## config.mk

```make
export PLATFORM = sky130hd
export DESIGN_NAME = operand_feeder
export DESIGN_NICKNAME = d
export VERILOG_FILES = /design/src/rtl/operand_feeder.sv
export SDC_FILE = /design/constraint.sdc
export NUM_CORES = 1
export LEC_CHECK = 0
export CAP_MARGIN = 30
export CORE_ASPECT_RATIO = 1.75
export CORE_MARGIN = 2
export CORE_UTILIZATION = 45
export DETAILED_ROUTE_END_ITERATION = 16
export DONT_BUFFER_PORTS = 1
export PLACE_DENSITY = 0.57
export SYNTH_ARGS = -nofsm -noshare
export SYNTH_HDL_FRONTEND = slang
export SYNTH_SLANG_ARGS = --single-unit
```

## constraint.sdc

```tcl
create_clock -name clk -period 5.07 [get_ports clk]
set_clock_uncertainty 0.1 [all_clocks]
set_input_delay 1.2675 -clock clk [delete_from_list [all_inputs] [get_ports clk]]
set_output_delay 1.2675 -clock clk [all_outputs]
set_load 0.005 [all_outputs]
```

## src/rtl/operand_feeder.sv

```systemverilog
`default_nettype none
// ============================================================================
// Module   : operand_feeder
// Summary  : N-lane FWFT operand FIFOs feeding one edge of the systolic array.
//            Filled by the host, streamed to the array, pulses finished when
//            every lane has drained.
// Revision : 1.0
// ============================================================================
module operand_feeder #(
   parameter int DATA_WIDTH = 32,
   parameter int N          = 3,
   parameter int DEPTH      = 4
) (
   input  logic                                 clk,
   input  logic                                 rst,
   input  logic                                 wr_valid,
   input  logic [((N > 1) ? $clog2(N) : 1)-1:0] wr_lane,
   input  logic [DATA_WIDTH-1:0]                wr_data,
   output logic                                 wr_ready,
   input  logic                                 commit,
   input  logic [N-1:0]                         rd_en,
   output logic [N*DATA_WIDTH-1:0]              rd_data,
   output logic [N-1:0]                         lane_empty,
   output logic                                 busy,
   output logic                                 finished,
   output logic [1:0]                           err
);

   localparam int LW = (N > 1) ? $clog2(N) : 1;
   localparam int PW = $clog2(DEPTH);
   localparam int CW = $clog2(DEPTH + 1);
   localparam logic [LW:0]   c_N_EXT = (LW + 1)'(N);
   localparam logic [CW-1:0] c_DEPTH = CW'(DEPTH);

   typedef enum logic [1:0] {
      ST_FILL   = 2'd0,
      ST_STREAM = 2'd1,
      ST_DONE   = 2'd2
   } state_t;

   state_t r_state;
   state_t w_state_nxt;

   logic [N-1:0] w_full;
   logic [N-1:0] w_push;
   logic [N-1:0] w_pop;
   logic [N-1:0] w_underflow;
   logic [N-1:0] w_cnt_nxt_zero;
   logic         w_lane_ok;
   logic         w_sel_full;
   logic         w_wr_fire;
   logic [1:0]   r_err;

   assign w_lane_ok = ({1'b0, wr_lane} < c_N_EXT);

   always_comb begin
      w_sel_full = 1'b0;
      for (int k = 0; k < N; k++) begin
         if (wr_lane == LW'(k)) begin
            w_sel_full = w_full[k];
         end
      end
   end

   // Out-of-range lanes are always accepted so the host never stalls on them.
   assign wr_ready  = (r_state == ST_FILL) && (!w_lane_ok || !w_sel_full);
   assign w_wr_fire = wr_valid && wr_ready;

   generate
      for (genvar k = 0; k < N; k++) begin : g_lane
         logic [DATA_WIDTH-1:0] r_mem [DEPTH];
         logic [PW-1:0]         r_wptr;
         logic [PW-1:0]         r_rptr;
         logic [CW-1:0]         r_cnt;

         assign w_full[k]         = (r_cnt == c_DEPTH);
         assign w_push[k]         = w_wr_fire && w_lane_ok && (wr_lane == LW'(k));
         assign w_pop[k]          = (r_state == ST_STREAM) && rd_en[k] && (r_cnt != '0);
         assign w_underflow[k]    = (r_state == ST_STREAM) && rd_en[k] && (r_cnt == '0);
         assign w_cnt_nxt_zero[k] = (r_cnt == '0) || (w_pop[k] && (r_cnt == CW'(1)));
         assign lane_empty[k]     = (r_cnt == '0);
         assign rd_data[k*DATA_WIDTH +: DATA_WIDTH] =
            lane_empty[k] ? '0 : r_mem[r_rptr];

         always_ff @(posedge clk) begin
            if (w_push[k]) begin
               r_mem[r_wptr] <= wr_data;
            end
         end

         // Pushes happen only in FILL and pops only in STREAM, so they never collide.
         always_ff @(posedge clk) begin
            if (rst) begin
               r_wptr <= '0;
               r_rptr <= '0;
               r_cnt  <= '0;
            end else if (w_push[k]) begin
               r_wptr <= r_wptr + PW'(1);
               r_cnt  <= r_cnt + CW'(1);
            end else if (w_pop[k]) begin
               r_rptr <= r_rptr + PW'(1);
               r_cnt  <= r_cnt - CW'(1);
            end
         end
      end
   endgenerate

   always_ff @(posedge clk) begin
      if (rst) begin
         r_state <= ST_FILL;
         r_err   <= 2'b00;
      end else begin
         r_state <= w_state_nxt;
         if (|w_underflow) begin
            r_err[0] <= 1'b1;
         end
         if (w_wr_fire && !w_lane_ok) begin
            r_err[1] <= 1'b1;
         end
      end
   end

   always_comb begin
      w_state_nxt = r_state;
      case (r_state)
         ST_FILL:   if (commit) w_state_nxt = ST_STREAM;
         ST_STREAM: if (&w_cnt_nxt_zero) w_state_nxt = ST_DONE;
         ST_DONE:   w_state_nxt = ST_FILL;
         default:   w_state_nxt = ST_FILL;
      endcase
   end

   assign busy     = (r_state != ST_FILL);
   assign finished = (r_state == ST_DONE);
   assign err      = r_err;

endmodule
`default_nettype wire

```

# --- Yosys cells after proc, flatten, opt, wreduce, memory -nomap -nowiden ---
# Memory sizes are Yosys's and may differ from the RTL's. A register that Yosys moved wholly into a read port is not among the register bits.
# Cells that the tools add are included.
word_totals:
  register_bits: 25
  n_memories: 3
  ramBits: 384
  inputBits: 41
op_classes:
  order_cmp: 1
  n_eq_ne: 12
  n_addsub: 12
  bitwise_logic: 3
  muxes: 27
  reduce_logical: 43
memory_table:
  columns: ["memory", "depth", "width", "read_ports", "rd_ports_with_merged_regs", "write_ports", "line", "source"]
  rows:
  - ["g_lane[0].r_mem", 4, 32, 1, 1, 1, "71", "logic [DATA_WIDTH-1:0] r_mem [DEPTH];"]
  - ["g_lane[1].r_mem", 4, 32, 1, 1, 1, "71", null]
  - ["g_lane[2].r_mem", 4, 32, 1, 1, 1, "71", null]
ops:
  columns: ["operator", "count"]
  rows:
  - ["2-to-1 mux 32 bit", 3]
  - ["logical AND 1 bit", 19]
  - ["2-to-1 mux 3 bit", 6]
  - ["2-to-1 mux 2 bit", 8]
  - ["adder 2 x 1 -> 2 bit, second input constant", 6]
  - ["adder 3 x 1 -> 3 bit, second input constant", 3]
  - ["equality test 3 x 1 -> 1 bit, second input constant", 3]
  - ["equality test 3 bit, second input constant", 3]
  - ["zero test 3 bit", 3]
  - ["2-to-1 mux 1 bit", 9]
  - ["nonzero test 3 bit", 3]
  - ["subtractor 3 x 1 -> 3 bit, second input constant", 3]
  - ["AND reduction 2 bit", 4]
  - ["nonzero test 2 bit", 4]
  - ["equality test 2 x 1 -> 1 bit, second input constant", 2]
  - ["equality test 2 bit, second input constant", 2]
  - ["zero test 2 bit", 2]
  - ["logical OR 1 bit", 4]
  - ["one-hot mux 2 bit (2 select lines)", 1]
  - ["NOT 1 bit", 3]
  - ["AND reduction 3 bit", 1]
  - ["OR reduction 3 bit", 1]
  - ["zero test 1 bit", 2]
  - ["less-than comparator 2 bit, second input constant", 1]
  - ["other kinds (2)", 2]

# --- Depth between registers and ports, before layout ---
# Gate-level depths: netlist (run 1).
depth:
  ltp_word: 14
  mapped_depth: 7
  ltp_nobuf: 7

# --- Worst setup path after synthesis (run 1) ---
# OpenSTA, ideal clock, no wires.
synth_timing:
  path_kind: "input to register"
  start: "input wr_lane[1] in the netlist's numbering"
  end: "memory g_lane[1].r_mem[0][0], enable pin"
  stages: 4
  t_required_ns: 4.578
  slack_ns: 1.830
  arrival_ns: 2.748
  path_cell_list: "nor4b_4 -> and3_1 -> buf_4 -> and2_1"
synth_via:
  elab_chain_cells: 12
  word_cells_on_any_way: 16
  cone_classes: "order compare (1); eq/ne (2); mux (5); reduce/logical (8)"
synth_rtl:
  columns: ["element", "line", "source"]
  rows:
  - ["start: declaration", "17", "input logic [((N > 1) ? $clog2(N) : 1)-1:0] wr_lane,"]
  - ["zero test 2 bit", "59", "if (wr_lane == LW'(k)) begin"]
  - ["2-to-1 mux 1 bit (3 in a row)", "59", null]
  - ["zero test 1 bit", "66", "assign wr_ready = (r_state == ST_FILL) && (!w_lane_ok || !w_sel_full);"]
  - ["logical OR 1 bit", "66", null]
  - ["logical AND 1 bit", "66", null]
  - ["logical AND 1 bit", "67", "assign w_wr_fire = wr_valid && wr_ready;"]
  - ["logical AND 1 bit", "77", "assign w_push[k] = w_wr_fire && w_lane_ok && (wr_lane == LW'(k));"]
  - ["logical AND 1 bit *", "77", null]
  - ["2-to-1 mux 1 bit *", "86", "if (w_push[k]) begin"]
  - ["2-to-1 mux 1 bit (not written as such) *", "87", "r_mem[r_wptr] <= wr_data;"]
  - ["end: declaration", "71", null]
# Mark *: on every way between the ends. The rest lies on a longest branch, timed or not.

==> results_dict.tcl, run 1 <==
set metrics [dict create \
    layout_common_cells "384 x edfxtp_1, 97 x and2_1, 96 x mux4_2, 42 x clkbuf_16, 25 x dfxtp_1" \
    avgSynthCellArea_um2 20.4 \
    post_route_cells_drive_above_1_share_pct 23.3 \
    synth-main-ff-cell "edfxtp_1" \
    crit_required_ps 3700 \
    die_w_um 148 \
    root_buffer "clkbuf_16" \
    min_period_ps 3880 \
    clock_latency_ps 520 \
    final_max_slew_viol_count 0 \
    path_buf_inv 1 \
    path_max_fanout 20 \
    post-cts-setup-buffers 0 \
    top_usage_layer "met2" \
    ios 145 \
    nFillCells 2864 \
    final_common_cell "edfxtp_1" \
    max_stage_delay_ps 800 \
    post_drt_via_cell_ratio 5.60 \
    crit_chain "buf_4 -> mux4_2 -> and2_1" \
    antenna_found_initial 0 \
    p_leak_nw 5.70 \
    grtUsageTotal_pct 18.7 \
    start_util_pct 45.4 \
    ys_types 41 \
    synthCells 797 \
    critPathLaunchType "register" \
    hp-class "register to register" \
    slew-limit-headroom_pct 36.2 \
    vdd_ir_drop_max_uv 262 \
    final_net_count 878 \
    grt_max_degree 36 \
    cts_tree "yes" \
    dr.first_iter.drc_count 485 \
    grt_pass1_vias 8084 \
    status "complete, no violations" \
    drc 0 \
    ctsResizeCount 0 \
    arrival_ps 2510 \
    htreeDepth 2 \
    gr-usage-met3_pct 5.11 \
    path_class "register to output pin" \
    portBuffers 0 \
    rows 92 \
    cts.sinks 415 \
    dr.pass1.iters 5 \
    drv_cap 0 \
    synth_edf_count 384 \
    die_h_um 255 \
    cts_buffers 38 \
    syn_area_um2 16300 \
    powerDensity_nw_per_um2 380 \
    num_vias 7327 \
    grt_use_met2_pct 34.5 \
    ff_latch_area_um2 12200 \
    slowest_stage "dfxtp_2" \
    wire_per_inst_um 26.3 \
    multi_input_area_um2 3850 \
    ys_warn_count 0 \
    end_kind "output pin" \
    dp_hpwl_mm 21.4 \
    rsz0062_at_grt "false" \
    die_area_um2 37700 \
    met1_usage_pct 20.7 \
    fin_crit_sh_pct 76.4 \
    async_reset_ff_share_pct 0 \
    ctsHoldBuffers 0 \
    antenna_cells 0 \
    antenna_left 0 \
    synth_nets 862 \
    grt_pass1_wl_mm 51.4 \
    rrSetupSlack_ps 2390 \
    core-area_um2 35800 \
    tns_ps 0 \
    synth.yosys.seq_area_share_pct 74.7 \
    hold_violations 0 \
    cts.clk_slew.worst_paths_ps 60 \
    area_growth_syn_to_layout_pct 11.6 \
    final_util_pct 50.7 \
    clockBufferDepth 3 \
    wl_mm 34.4 \
    cp_top_family "flip-flops" \
    max_freq_ghz 0.258 \
    worstMarginPinSlew_ps 958 \
    grt_overflow_total 0 \
    place.gp.congestion 0.727 \
    final-setup-viol-count 0 \
    ys_ff_latch 415 \
]
[kinds of logic (layout without fill, tap and decap cells)]
family	count (synthesis)	in the layout	share of synthesized area, %
xor+xnor	9	9	0.485
fa+ha+maj	24	24	1.85
buf+inv	57	98	1.76
simple gates	162	162	6.07
mux	104	104	13.9
flops	415	415	74.7
compound gates	26	26	1.24
[cell usage after synthesis, types with 7 or more instances]
library cell | number | share of area [%]
a21oi_1 | 7 | 0.22
and2_1 | 105 | 4.0
buf_1 | 10 | 0.23
buf_4 | 11 | 0.51
clkbuf_1 | 14 | 0.32
dfxtp_1 | 31 | 3.8
edfxtp_1 | 384 | 71
ha_1 | 24 | 1.8
inv_1 | 17 | 0.39
mux4_2 | 96 | 13
nor2_1 | 23 | 0.53
xnor2_1 | 7 | 0.38
[flip-flops by register name, summed over array words and instances, names as in the netlist, named ones only]
signal,cells
r_state,2
err,2
g_lane.r_wptr,6
g_lane.r_rptr,6
g_lane.r_cnt,9
g_lane.r_mem,384
[worst paths after layout]
kind	from	to	cells after the start
worst max-delay path	register	rd_data[38]	3
worst min-delay path	err[0]	err[0]	2
worst max register to register	g_lane[1].r_cnt[0]	g_lane[1].r_mem[1][4]	5
worst min register to register	err[0]	err[0]	2
[worst min-delay path: stages (launching register included)]
cell and delay (ps):
dfxtp_1 350, a21oi_1 50, nor2_1 70
[final cells by class]
type	count	area share, %
clock buffer	50	6.06
clock inverter	15	0.648
inverter	17	0.351
multi-input combinational	325	21.2
sequential	415	67.0
tap	470	3.24
timing repair buffer	16	1.53
[layer usage]
layer,vias up,share of wire (%)
li1,3174,-
met1,3885,35
met2,214,56
met3,54,6.3
met4,0,2.1
met5,-,0
[metrics by stage]
step                total power [mW]  hold slack (ps)  setup slack, ps  cells  area (um^2)
detailed placement              4.19              406             1550   1238        16800
CTS                             6.97              416             1080   1303        18000
finish                          6.90              413             1190   1308        18200
global placement                4.18              399             1480   1231        16700
global route                    7.12              452              970   1308        18200
floorplan                       4.10              360             1830    797        16300
[where the power goes]
| part | switching [mW] | total, mW | internal (mW) |
|---|---|---|---|
| combinational | 0.174 | 0.291 | 0.117 |
| sequential | 0.0273 | 3.82 | 3.79 |
| clock | 1.16 | 2.79 | 1.63 |
| total | 1.37 | 6.90 | 5.53 |
No activity file was read; power rests on OpenSTA's default activity.
==> inputs of run 2 (changes only) <==
- clock period: 5.07 -> 3.7 ns (I/O delays scaled with it)
==> run 2 against run 1 <==
Final area is 0.57% lower. Die area did not move. Cell count grew 0.54%. Flip-flop and latch count unchanged. Non-clock buffer count increased by 6. Clock power grew 32%. Register-to-register slack worse by 1300 ps. Via count increased by 1.1%. Setup slack worse by 820 ps. First-iteration DRC count is 7.4% lower. Critical path type unchanged. Critical endpoint is now rd_data[42]. Highest routed layer unchanged.
==> results_dict.tcl, run 2 (synthesis gave the netlist of run 1 again) <==
set metrics [dict create \
    status "complete, no violations" \
    drc 0 \
    powerDensity_nw_per_um2 516 \
    dr.first_iter.drc_count 449 \
    p_leak_nw 5.68 \
    antenna_left 0 \
    root_buffer "clkbuf_16" \
    grt_pass1_vias 8241 \
    final_common_cell "edfxtp_1" \
    die_w_um 148 \
    hold_violations 0 \
    end_kind "output pin" \
    drv_cap 0 \
    post_route_cells_drive_above_1_share_pct 23.7 \
    cts.clk_slew.worst_paths_ps 70 \
    start_util_pct 45.4 \
    slew-limit-headroom_pct 37.9 \
    area_growth_syn_to_layout_pct 11.0 \
    clockBufferDepth 3 \
    wl_mm 35.3 \
    tns_ps 0 \
    num_vias 7404 \
    rows 92 \
    path_class "register to output pin" \
    largest_register_ffs 384 \
    die_h_um 255 \
    dp_slack_ps 810 \
    ctsHoldBuffers 0 \
    grtUsageTotal_pct 19.0 \
    regMostFlops "g_lane.r_mem" \
    antenna_found_initial 0 \
    fin_ws_ps 374 \
    post-cts-setup-buffers 0 \
    post_drt_via_cell_ratio 5.63 \
    htreeDepth 2 \
    final-setup-viol-count 0 \
    portBuffers 0 \
    worstHoldStart "rst" \
    core-area_um2 35800 \
    rsz0062_at_grt "false" \
    max_freq_ghz 0.301 \
    ios 145 \
    min_period_ps 3330 \
    worstMarginPinSlew_ps 932 \
    place.gp.congestion 0.786 \
    fin_crit_sh_pct 89.9 \
    vdd_ir_drop_max_uv 355 \
    cts.sinks 415 \
    rr_startpoint "g_lane[2].r_cnt[0]" \
    cts_tree "yes" \
    layout_common_cells "384 x edfxtp_1, 97 x and2_1, 96 x mux4_2, 38 x clkbuf_16, 25 x dfxtp_1" \
    dr.pass1.iters 5 \
    clock_latency_ps 520 \
    wire_per_inst_um 26.9 \
    crit_required_ps 2670 \
    final_max_slew_viol_count 0 \
    final_net_count 883 \
    hp-class "input pin to register" \
    grt_overflow_total 0 \
    die_area_um2 37700 \
    cts_buffers 37 \
    grt_max_degree 36 \
    rrSetupSlack_ps 1100 \
    arrival_ps 2300 \
    dp_hpwl_mm 21.8 \
    ctsResizeCount 0 \
    reg_top3 "g_lane.r_mem x384, g_lane.r_cnt x9" \
    path_max_fanout 17 \
    critPathLaunchType "register" \
    grt_pass1_wl_mm 52.4 \
]
[run 2: changes by cell type in the layout (fill, tap and decap cells not counted), moves of 2 or more]
cell / before / now
buf_12: 11 / 7
clkbuf_16: 42 / 38
buf_4: 4 / 15
clkbuf_1: 6 / 8
clkinv_2: 3 / 6
[run 2: cell type report]
cell class | instances | area, um^2
diodes | 1 | 2.50
clock buffers | 47 | 995
inverters | 17 | 63.8
fillers | 2903 | 17700
flip-flops and latches | 415 | 12200
repair buffers | 22 | 253
clock inverters | 18 | 143
well taps | 470 | 588
multi-input cells | 325 | 3850
[run 2: stage by stage]
stage	utilization [%]	instance area (um^2)	total power, mW	std cells	hold slack (ps)
CTS	50.4	18000	9.42	1314	333
detailed placement	47.2	16900	5.75	1249	397
finish	50.4	18100	9.31	1315	359
global placement	47.2	16900	5.73	1249	394
floorplan	-	16300	5.61	797	360
global route	50.4	18000	9.61	1314	336
[run 2: final timing paths]
| check | endpoint | cells past startpoint |
|---|---|---|
| hold reg to reg | err[0] | 2 |
| setup / recovery | rd_data[42] | 3 |
| setup reg to reg | g_lane[2].r_mem[0][19] | 6 |
| hold / removal | g_lane[2].r_cnt[1] | 1 |
[run 2: report_power, final]
| part | switching (mW) | internal (mW) |
|---|---|---|
| registers | 0.0352 | 5.19 |
| logic | 0.244 | 0.162 |
| clock network | 1.63 | 2.05 |
[run 2: worst max-delay path, stage by stage (launching register included)]
cell,delay (ps)
dfxtp_2,740
buf_12,280
mux4_2,510
and2_1,240
[run 2: routing by layer]
layer | wire length, um | share of wire, % | up-vias | track usage (%)
li1 | - | - | 3186 | -
met1 | 13000 | 37 | 3951 | 21.4
met2 | 19100 | 54 | 198 | 34.3
met3 | 1720 | 4.9 | 69 | 4.04
met4 | 1490 | 4.2 | 0 | 8.17
met5 | 0 | 0 | - | 0
==> inputs of run 3 (changes only) <==
- CORE_UTILIZATION: 45 -> 40
- PLACE_DENSITY: 0.57 -> 0.51
==> run 3 against run 2 <==
Clock-buffer cell count is the same. Final area grew 0.75%. Sequential power is essentially flat. Flip-flop and latch count is the same. Critical path type unchanged. Combinational power grew 2%. Total power grew 3.1%. Via count shrank 1.1%. Highest routed layer unchanged. Die area grew 12%. Maximum frequency grew 0.61%.
==> results_dict.tcl, run 3 (synthesis gave the netlist of run 1 again) <==
set metrics [dict create \
    clock_latency_ps 530 \
    ctsHoldBuffers 0 \
    slowest_stage "dfxtp_2" \
    antenna_left 0 \
    cts.clk_slew.worst_paths_ps 60 \
    final-setup-viol-count 0 \
    cp_top_family "flip-flops" \
    worstMarginPinSlew_ps 924 \
    post-cts-setup-buffers 0 \
    ctsResizeCount 0 \
    post_drt_via_cell_ratio 5.45 \
    path_class "register to output pin" \
    arrival_ps 2280 \
    status "complete, no violations" \
    start_util_pct 40.6 \
    rows 97 \
    crit_required_ps 2670 \
    clockBufferDepth 3 \
    slew-limit-headroom_pct 38.4 \
    root_buffer "clkbuf_16" \
    crit_chain "buf_4 -> mux4_2 -> and2_1" \
    regMostFlops "g_lane.r_mem" \
    path_buf_inv 1 \
    core-area_um2 40100 \
    post_route_cells_drive_above_1_share_pct 24.5 \
    wl_mm 36.4 \
    ios 145 \
    critPathLaunchType "register" \
    die_area_um2 42400 \
    drv_cap 0 \
    grt_max_degree 36 \
    die_w_um 156 \
    cts_tree "yes" \
    antenna_cells 0 \
    path_max_fanout 18 \
    nFillCells 3400 \
    dp_hpwl_mm 23.2 \
    drc 0 \
    p_leak_nw 5.74 \
    htreeDepth 2 \
    powerDensity_nw_per_um2 528 \
    hold-worst-slack_ps 358 \
    cts.sinks 415 \
    multi_input_area_um2 3850 \
    rsz0062_at_grt "false" \
    final_max_slew_viol_count 0 \
    antenna_found_initial 0 \
    dr.first_iter.drc_count 548 \
    hold_violations 0 \
    portBuffers 0 \
    max_stage_delay_ps 740 \
    grt_pass1_vias 8122 \
    num_vias 7324 \
    max_freq_ghz 0.302 \
    grt_overflow_total 0 \
    area_growth_syn_to_layout_pct 11.8 \
    end_kind "output pin" \
    grt_pass1_wl_mm 54.0 \
    cts_buffers 38 \
    die_h_um 271 \
    hp-class "input pin to register" \
    vdd_ir_drop_max_uv 416 \
    fin_crit_sh_pct 89.3 \
    layout_common_cells "384 x edfxtp_1, 97 x and2_1, 96 x mux4_2, 41 x clkbuf_16, 25 x dfxtp_1" \
    wire_per_inst_um 27.0 \
    dr.pass1.iters 4 \
    place.gp.congestion 0.709 \
    tns_ps 0 \
    min_period_ps 3310 \
    largest_register_ffs 384 \
    reg_top3 "g_lane.r_mem x384, g_lane.r_cnt x9" \
    final_net_count 886 \
    final_common_cell "edfxtp_1" \
    grtUsageTotal_pct 17.7 \
    ff_latch_area_um2 12200 \
]
==> run 3: worst paths after layout <==
| kind | start | to | slack, ps | cells past startpoint |
|---|---|---|---|---|
| hold reg to reg | err[0] | err[0] | 420 | 2 |
| setup / recovery | register | rd_data[22] | 390 | 3 |
| hold / removal | rst | g_lane[2].r_cnt[1] | 360 | 1 |
| setup reg to reg | g_lane[2].r_cnt[0] | g_lane[2].r_mem[0][2] | 920 | 6 |
==> run 3: report_power, final <==
| part | internal, mW | total (mW) | switching (mW) |
|---|---|---|---|
| sequential | 5.19 | 5.22 | 0.0310 |
| clock | 2.30 | 3.96 | 1.67 |
| combinational | 0.161 | 0.415 | 0.254 |
==> run 3: per-stage QoR <==
step                      total power, mW  util (%)  area [um^2]  setup slack, ps  cells
after global placement               5.74      42.3        16900              822   1276
after floorplan                      5.61         -        16300              802    797
after global routing                 9.92      45.4        18200              248   1345
after detailed placement             5.75      42.3        16900              754   1276
final                                9.60      45.4        18200              394   1345
after CTS                            9.71      45.4        18200              307   1345
==> run 3: layout make-up <==
cell class / count / area share [%]
clock buffer: 47 / 5.77
clock inverter: 22 / 1.13
inverter: 17 / 0.351
multi-input combinational: 325 / 21.2
sequential: 415 / 66.9
tap: 495 / 3.41
timing repair buffer: 24 / 1.33
==> run 3: per-layer routing <==
metal	global-route usage [%]	part of all wire [%]	vias to the layer above
met1	19.3	35	3909
met5	0	0	-
met3	4.07	6.0	45
met4	5.72	2.9	0
met2	33.2	56	184
li1	-	-	3186
